## config.mk

```make
export PLATFORM = sky130hd
export DESIGN_NAME = spi_master_flat
export DESIGN_NICKNAME = d
export VERILOG_FILES = /design/src/rtl/spi_master_if.sv /design/src/rtl/spi_master.sv /design/src/flat_wrapper.sv
export SDC_FILE = /design/constraint.sdc
export NUM_CORES = 1
export LEC_CHECK = 0
export CORE_MARGIN = 2
export CORE_UTILIZATION = 45
export DETAILED_ROUTE_END_ITERATION = 7
export PLACE_DENSITY = 0.69
export SLEW_MARGIN = 0
export SYNTH_ARGS = -nofsm -noshare
export SYNTH_HDL_FRONTEND = slang
export SYNTH_SLANG_ARGS = --single-unit
```

## constraint.sdc

```tcl
create_clock -name clk -period 2.1 [get_ports clk]
set_input_delay 0.315 -clock clk [delete_from_list [all_inputs] [get_ports clk]]
set_output_delay 0.315 -clock clk [all_outputs]
set_load 0.005 [all_outputs]
```

## src/rtl/spi_master_if.sv

```systemverilog
// SPI master bus bundle.
// Carries the parallel request/response handshake (start, d, q, busy, done) together with
// the serial pins (sck, cs_n, mosi, miso).
//   master modport: used by spi_master; it drives q/busy/done/sck/cs_n/mosi and reads the rest.
//   slave  modport: used by whatever sits on the far side; it drives start/d/miso.
interface spi_master_if #(
    parameter int unsigned DATA_WIDTH = 32
);
    logic                  start;
    logic [DATA_WIDTH-1:0] d;
    logic [DATA_WIDTH-1:0] q;
    logic                  busy;
    logic                  done;
    logic                  sck;
    logic                  cs_n;
    logic                  mosi;
    logic                  miso;

    modport master (
        input  start, d, miso,
        output q, busy, done, sck, cs_n, mosi
    );

    modport slave (
        output start, d, miso,
        input  q, busy, done, sck, cs_n, mosi
    );
endinterface

```

## src/rtl/spi_master.sv

```systemverilog
// SPI mode-0 master. Sends one DATA_WIDTH-bit word MSB first and receives one word at the
// same time.
// Ports:
//   clk   - system clock; all logic runs on its rising edge
//   reset - synchronous, active-high
//   bus   - spi_master_if.master: start/d request, q/done result, busy, sck/cs_n/mosi/miso
// A frame runs SETUP (cs_n low, first bit on mosi), SHIFT (2*DATA_WIDTH sck half-periods,
// starting high), HOLD (cs_n still low) and GAP (cs_n high). Each phase is CLK_DIV clk
// cycles long. done pulses on the first GAP cycle.
module spi_master #(
    parameter int unsigned DATA_WIDTH = 32,
    parameter int unsigned CLK_DIV    = 4
) (
    input  logic         clk,
    input  logic         reset,
    spi_master_if.master bus
);
    localparam int unsigned DivW  = (CLK_DIV > 1) ? $clog2(CLK_DIV) : 1;
    localparam int unsigned HalfW = (DATA_WIDTH > 1) ? $clog2(2 * DATA_WIDTH) : 1;

    localparam logic [DivW-1:0]  DivLast   = DivW'(CLK_DIV - 1);
    localparam logic [DivW-1:0]  DivOne    = DivW'(1);
    localparam logic [HalfW-1:0] HalfLast  = HalfW'(2 * DATA_WIDTH - 1);
    localparam logic [HalfW-1:0] HalfOne   = HalfW'(1);

    typedef enum logic [2:0] {
        StIdle,
        StSetup,
        StShift,
        StHold,
        StGap
    } state_e;

    state_e                state_q, state_d;
    logic [DivW-1:0]       div_q, div_d;
    logic [HalfW-1:0]      half_q, half_d;
    logic [DATA_WIDTH-1:0] tx_q, tx_d;
    logic [DATA_WIDTH-1:0] rx_q, rx_d;
    logic [DATA_WIDTH-1:0] q_q, q_d;
    logic                  sck_q, sck_d;
    logic                  done_q, done_d;
    logic                  miso_meta_q, miso_sync_q;
    logic                  div_last;

    always_ff @(posedge clk) begin
        if (reset) begin
            state_q     <= StIdle;
            div_q       <= '0;
            half_q      <= '0;
            tx_q        <= '0;
            rx_q        <= '0;
            q_q         <= '0;
            sck_q       <= 1'b0;
            done_q      <= 1'b0;
            miso_meta_q <= 1'b0;
            miso_sync_q <= 1'b0;
        end else begin
            state_q     <= state_d;
            div_q       <= div_d;
            half_q      <= half_d;
            tx_q        <= tx_d;
            rx_q        <= rx_d;
            q_q         <= q_d;
            sck_q       <= sck_d;
            done_q      <= done_d;
            miso_meta_q <= bus.miso;
            miso_sync_q <= miso_meta_q;
        end
    end

    always_comb begin
        state_d  = state_q;
        div_d    = div_q;
        half_d   = half_q;
        tx_d     = tx_q;
        rx_d     = rx_q;
        q_d      = q_q;
        sck_d    = sck_q;
        done_d   = 1'b0;
        div_last = (div_q == DivLast);

        unique case (state_q)
            StIdle: begin
                if (bus.start) begin
                    state_d = StSetup;
                    tx_d    = bus.d;
                    rx_d    = '0;
                    div_d   = '0;
                    half_d  = '0;
                    sck_d   = 1'b0;
                end
            end

            StSetup: begin
                if (div_last) begin
                    state_d = StShift;
                    div_d   = '0;
                    sck_d   = 1'b1;
                end else begin
                    div_d = div_q + DivOne;
                end
            end

            StShift: begin
                // The two-flop synchroniser delays miso by two cycles, so sampling on the
                // second cycle of the high phase captures miso as it was at the sck rising
                // edge. CLK_DIV >= 2 keeps this inside the high phase.
                if (sck_q && (div_q == DivOne)) begin
                    rx_d = {rx_q[DATA_WIDTH-2:0], miso_sync_q};
                end
                if (div_last) begin
                    div_d = '0;
                    if (half_q == HalfLast) begin
                        // Final falling edge: mosi keeps the last bit through HOLD.
                        state_d = StHold;
                        sck_d   = 1'b0;
                    end else begin
                        half_d = half_q + HalfOne;
                        sck_d  = ~sck_q;
                        if (sck_q) begin
                            tx_d = {tx_q[DATA_WIDTH-2:0], 1'b0};
                        end
                    end
                end else begin
                    div_d = div_q + DivOne;
                end
            end

            StHold: begin
                if (div_last) begin
                    state_d = StGap;
                    div_d   = '0;
                    done_d  = 1'b1;
                    q_d     = rx_q;
                end else begin
                    div_d = div_q + DivOne;
                end
            end

            StGap: begin
                if (div_last) begin
                    state_d = StIdle;
                    div_d   = '0;
                end else begin
                    div_d = div_q + DivOne;
                end
            end

            default: begin
                state_d = StIdle;
                div_d   = '0;
                sck_d   = 1'b0;
            end
        endcase
    end

    assign bus.busy = (state_q != StIdle);
    assign bus.cs_n = (state_q == StIdle) || (state_q == StGap);
    assign bus.sck  = sck_q;
    assign bus.mosi = ((state_q == StSetup) || (state_q == StShift) || (state_q == StHold))
                      ? tx_q[DATA_WIDTH-1] : 1'b0;
    assign bus.done = done_q;
    assign bus.q    = q_q;
endmodule

```

## src/flat_wrapper.sv

```systemverilog
// flat-port wrapper written by rule: the top's interface ports become plain ports
module spi_master_flat 
#(
    parameter int unsigned DATA_WIDTH = 32,
    parameter int unsigned CLK_DIV    = 4
)
  (clk, reset, bus_start, bus_d, bus_miso, bus_q, bus_busy, bus_done, bus_sck, bus_cs_n, bus_mosi);
  spi_master_if #(.DATA_WIDTH(DATA_WIDTH)) bus_i ();
  input  logic clk;
  input  logic reset;
  input wire logic [$bits(bus_i.start)-1:0] bus_start;
  input wire logic [$bits(bus_i.d)-1:0] bus_d;
  input wire logic [$bits(bus_i.miso)-1:0] bus_miso;
  output wire logic [$bits(bus_i.q)-1:0] bus_q;
  output wire logic [$bits(bus_i.busy)-1:0] bus_busy;
  output wire logic [$bits(bus_i.done)-1:0] bus_done;
  output wire logic [$bits(bus_i.sck)-1:0] bus_sck;
  output wire logic [$bits(bus_i.cs_n)-1:0] bus_cs_n;
  output wire logic [$bits(bus_i.mosi)-1:0] bus_mosi;
  assign bus_i.start = bus_start;
  assign bus_i.d = bus_d;
  assign bus_i.miso = bus_miso;
  assign bus_q = bus_i.q;
  assign bus_busy = bus_i.busy;
  assign bus_done = bus_i.done;
  assign bus_sck = bus_i.sck;
  assign bus_cs_n = bus_i.cs_n;
  assign bus_mosi = bus_i.mosi;
  spi_master #(.DATA_WIDTH(DATA_WIDTH), .CLK_DIV(CLK_DIV)) u_core (.clk(clk), .reset(reset), .bus(bus_i));
endmodule
```

; ---- After elaboration in Yosys (flattened, before gate mapping)
; Cells that the tools add are included.
[word_totals]
inputBits = 36
reg_bits = 111
elab_cells = 76
out_inout_bits = 37
[op_classes]
n_reduce_logical = 16
mux = 29
n_eq_ne = 16
n_addsub = 2
bitwise_logic = 3
[op_table]
columns = cell, count
row1 = two-way mux 32 bit, 6
row2 = case mux 32 bit (2 select lines), 2
row3 = two-way mux 3 bit, 6
row4 = two-way mux 6 bit, 3
row5 = case mux 3 bit (5 select lines), 1
row6 = != test 2 x 1 -> 1 bit (second input constant), 7
row7 = case mux 6 bit (2 select lines), 1
row8 = AND reduction 4 bit, 2
row9 = adder 6 x 1 -> 6 bit (second input constant), 1
row10 = equality test 3 x 2 -> 1 bit (second input constant), 2
row11 = equality test 6 bit (second input constant), 1
row12 = two-way mux 1 bit, 6
row13 = AND reduction 6 bit, 1
row14 = AND reduction 5 bit, 1
row15 = two-way mux 2 bit, 2
row16 = != test 2 bit (second input constant), 2
row17 = case mux 1 bit (4 select lines), 1
row18 = case mux 2 bit (2 select lines), 1
row19 = OR reduction 2 bit, 2
row20 = OR reduction 4 bit, 1
row21 = equality test 3 x 1 -> 1 bit (second input constant), 1
row22 = equality test 3 bit (second input constant), 1
row23 = logical NOT 3 bit, 1
row24 = logical OR 1 bit, 3
row25 = 9 further kinds, 11

; ---- Depth between registers and ports, before layout
[logic_depth]
ltp_word = 4
mapped_depth = 7
depth_no_buf = 6

; ---- Worst setup path before layout
; No wires, ideal clock.
[synth_path]
kind = reg2reg
startpoint = register u_core.half_q[0]
endpoint = register u_core.tx_q[10]
n_path_buf = 1
arrival_ns = 1.596
setup_time_ns = 0.087
setup_slack_ns = 0.417
stages_incl_launch_ff = 7
period_less_slack_ns = 1.683
t_required_ns = 2.013
cell_sequence = dfxtp_1 ha_1 nand3_2 or2_4 a41o_4 buf_6 a221oi_2
[synth_between]
elab_chain_len = 3
[synth_rtl]
columns = element, line
row1 = from (decl), spi_master.sv:36  ; logic [HalfW-1:0] half_q, half_d;
row2 = from (signal assigned), spi_master.sv:60  ; half_q <= half_d;
row3 = equality test 6 bit, spi_master.sv:113  ; if (half_q == HalfLast) begin
row4 = != test 2 bit (no line), n/a
row5 = AND reduction 5 bit (no line), n/a
row6 = to (signal assigned), spi_master.sv:61  ; tx_q <= tx_d;
row7 = to (decl), spi_master.sv:37  ; logic [DATA_WIDTH-1:0] tx_q, tx_d;
; Every way passes these cells.
; A chain may end at the register's enable or synchronous reset.

; ---- Worst setup path in the final report
[layout_path]
startpoint = register u_core.state_q[1]
endpoint = output port bus_busy
[layout_between]
elab_chain_len = 1
[layout_rtl]
columns = element, line
row1 = from (decl), spi_master.sv:34  ; state_e state_q, state_d;
row2 = from (signal assigned), spi_master.sv:47  ; state_q <= StIdle;
row3 = from (signal assigned), spi_master.sv:58  ; state_q <= state_d;
row4 = nonzero test 3 bit, spi_master.sv:157  ; assign bus.busy = (state_q != StIdle);
row5 = to (decl), flat_wrapper.sv:15  ; output wire logic [$bits(bus_i.busy)-1:0] bus_busy;
; Every way passes these cells.

==> impl_metrics.py <==
metrics = {
    "timing": {
        "period_share_pct": 94.48,
        "hold_violations": 0,
        "relSlewSlack_pct": 61.00,
        "final-max-slew-violation-count": 0,
        "setup_violations": 0,
        "grt_setup_unrepaired": "false",
        "timing.fmax_mhz": 504.0,
        "tns_ns": 0,
        "finClkSkew_ns": 0.01539,
        "worst_pin_slew_ns": 0.5850,
        "min_period_ns": 1.984,
    },
    "setup_path": {
        "rrSetupSlack_ns": 0.12,
        "worstSetupEndpointType": "primary output",
        "critPathBufInv": 2,
        "worstPathRequired_ns": 1.78,
        "cp_num_cells": 3,
        "timing.rr.start": "u_core.div_q[0]$_SDFFE_PP0P_",
        "rr_worst_depth": 6,
        "startpoint": "u_core.state_q[1]$_SDFFE_PP0P_",
        "cp_top_family": "buffers and inverters",
        "arrival_ns": 1.67,
        "timing.rr.end": "u_core.tx_q[11]$_SDFFE_PP0P_",
        "critical_path_class": "reg2out",
        "crit_path_max_incr_delay_ns": 0.46,
        "path_cells": "buf_4 > or3_1 > clkdlybuf4s50_1",
        "startpoint_type": "register",
        "cp_slowest_cell": "clkdlybuf4s50_1",
        "crit_fanout": 15,
    },
    "logic_synthesis": {
        "synth_area_mm2": 0.004876,
        "yosysMostFrequentCell": "dfxtp_1",
        "netlist_instances": 554,
        "syn_nets": 593,
        "syn-mean-instance-area_um2": 8.801,
        "synthTopCellsByArea": "dfxtp_1 (46%), a221oi_2 (9.2%), nand2_1 (7.8%)",
        "synth_top_area_share_pct": 45.57,
        "async_reset_ff_share_pct": 0,
        "yosysUniqueCellTypes": 49,
        "synth_edf_count": 0,
        "synth_top_area_cell": "dfxtp_1",
        "synth_seq_cells": 111,
        "synth_flop_cell": "dfxtp_1",
        "synth_warnings": 0,
        "synthTopCellsByCount": "dfxtp_1 (111), nand2_1 (101), a21oi_1 (70)",
        "ys_seq_area_share_pct": 45.57,
    },
    "clock_tree": {
        "clk_latency_ns": 0.36,
        "clock-sinks": 111,
        "cts_tree": "done",
        "root_buffer": "clkbuf_8",
        "post_cts_buffers": 0,
        "cts_hold_buffers": 0,
        "cts_buffer_depth": 2,
        "cts_buffers": 9,
        "cts.clk_slew.worst_paths_ns": 0.11,
        "htreeDepth": 3,
    },
    "final_layout": {
        "layout.nets": 646,
        "drive_gt1_share_pct": 13.75,
        "area.growth.synth_to_final_pct": 21.71,
        "n_antenna_cell": 0,
        "finalInstanceArea_mm2": 0.005934,
        "post-route-util_pct": 55.47,
    },
    "die": {
        "core_mm2": 0.01070,
        "io_pins": 73,
        "die_area_mm2": 0.01168,
        "start_util_pct": 45.58,
        "die_w_um": 108.1,
        "rows": 38,
        "fp.dieH_um": 108.1,
    },
    "place": {
        "io_buffers": 72,
        "dp_hpwl_um": 6694,
        "gp_congestion": 0.8074,
        "place_area_mm2": 0.005724,
    },
    "route": {
        "ant_nets": 0,
        "vias": 4009,
        "first_iter_violations": 202,
        "drt-pass1-iter-count": 4,
        "routedWlPerCell_um": 13.78,
        "vias_per_cell": 5.338,
        "drc_errors": 0,
        "wl_um": 10350,
    },
    "grt": {
        "grt_pass1_vias": 3782,
        "antenna_found_initial": 0,
        "track_usage_pct": 18.02,
        "grt_overflow": 0,
        "grt_pass1_wl_um": 17400,
        "grt_start_max_net_pins": 69,
    },
    "status": {
        "status": "finished, final reports clean",
    },
    "pwr": {
        "leakagePower_nw": 1.967,
        "powerDensity_mw_per_mm2": 668.8,
        "p_total_mw": 3.969,
        "peakVddDrop_v": 0.0003342,
    },
    "worst_hold_path": {
        "hold_end": "u_core.tx_q[8]$_SDFFE_PP0P_",
        "whs_path_depth": 2,
        "hp-start": "reset",
        "hold_path_class": "in2reg",
    },
    "flow_run": {
        "maxCapViolCount": 0,
    },
}
-- metrics by stage --
stage / hold slack [ns] / setup WS (ns) / std cells
floorplan: 0.4138 / 0.4169 / 554
global placement: 0.4185 / 0.03183 / 736
detailed placement: 0.4315 / -0.03001 / 736
CTS: 0.3083 / 0.01732 / 751
global route: 0.3388 / 0.02757 / 751
finish: 0.3322 / 0.1159 / 751
-- area by class of cell --
cell class,count,area [um^2]
fillers,990,4763
multi-input cells,360,2296
flip-flops and latches,111,2223
repair buffers,90,903.4
well taps,140,175.2
inverters,35,131.4
clock buffers,9,123.9
clock inverters,6,81.33
-- layout by cell type, fill, tap and decap left out, drive strengths merged, types with 2 or more instances in the layout --
master         instances
nand3b                 2
ha                     3
or2                    3
inv                   36
nor3                   3
nand3                 34
clkbuf                 9
clkinv                 4
dfxtp                111
nor2                  11
a221oi                31
o21a                   2
o21ai                  6
xor2                   2
buf                   19
or3                    4
clkdlybuf4s50         71
nor2b                 36
a21oi                 70
a211oi                32
nand2                101
-- registers in the layout, summed over array words and instances, names as in the netlist --
name                flops
u_core.miso_sync_q      1
u_core.bus.done         1
u_core.tx_q            32
u_core.miso_meta_q      1
u_core.div_q            2
u_core.rx_q            32
u_core.state_q          3
u_core.half_q           6
u_core.bus.q           32
u_core.bus.sck          1
-- metal layers --
metal  GRT usage, %  part of all wire [%]  up-vias
met3          2.833                   3.9        6
met4          5.220                  0.82        0
li1               -                     -     2030
met2          30.32                    48       68
met1          23.96                    47     1905
met5              0                     0        -
-- timing repair --
item,CTS,global route
endpoints found under the hold margin,0,0
resized for setup,0,2
setup endpoints to repair,0,2
-- power breakdown --
part	internal [mW]	switching [mW]
registers	2.17	0.0330
clock network	0.567	0.739
logic	0.219	0.246
total	2.95	1.02
-- cell families after synthesis --
group / Yosys count / share of synthesized area (%)
simple gates: 200 / 19.66
compound gates: 153 / 25.48
flops: 111 / 45.57
buf+inv: 83 / 7.647
fa+ha+maj: 3 / 0.7699
xor+xnor: 2 / 0.3593
mux: 2 / 0.5131
-- how the worst max path moves through the flow --
stage | slack, ns | to
3_3_place_gp | 0.03 | u_core.half_q[5]$_SDFFE_PP0P_
4_1_cts | 0.02 | bus_mosi
3_5_place_dp | -0.03 | u_core.half_q[5]$_SDFFE_PP0P_
5_1_grt | 0.03 | u_core.tx_q[3]$_SDFFE_PP0P_
6_report | 0.12 | bus_busy
2_1_floorplan | 0.42 | u_core.tx_q[10]$_SDFFE_PP0P_
Power figures use the tool's default switching activity.
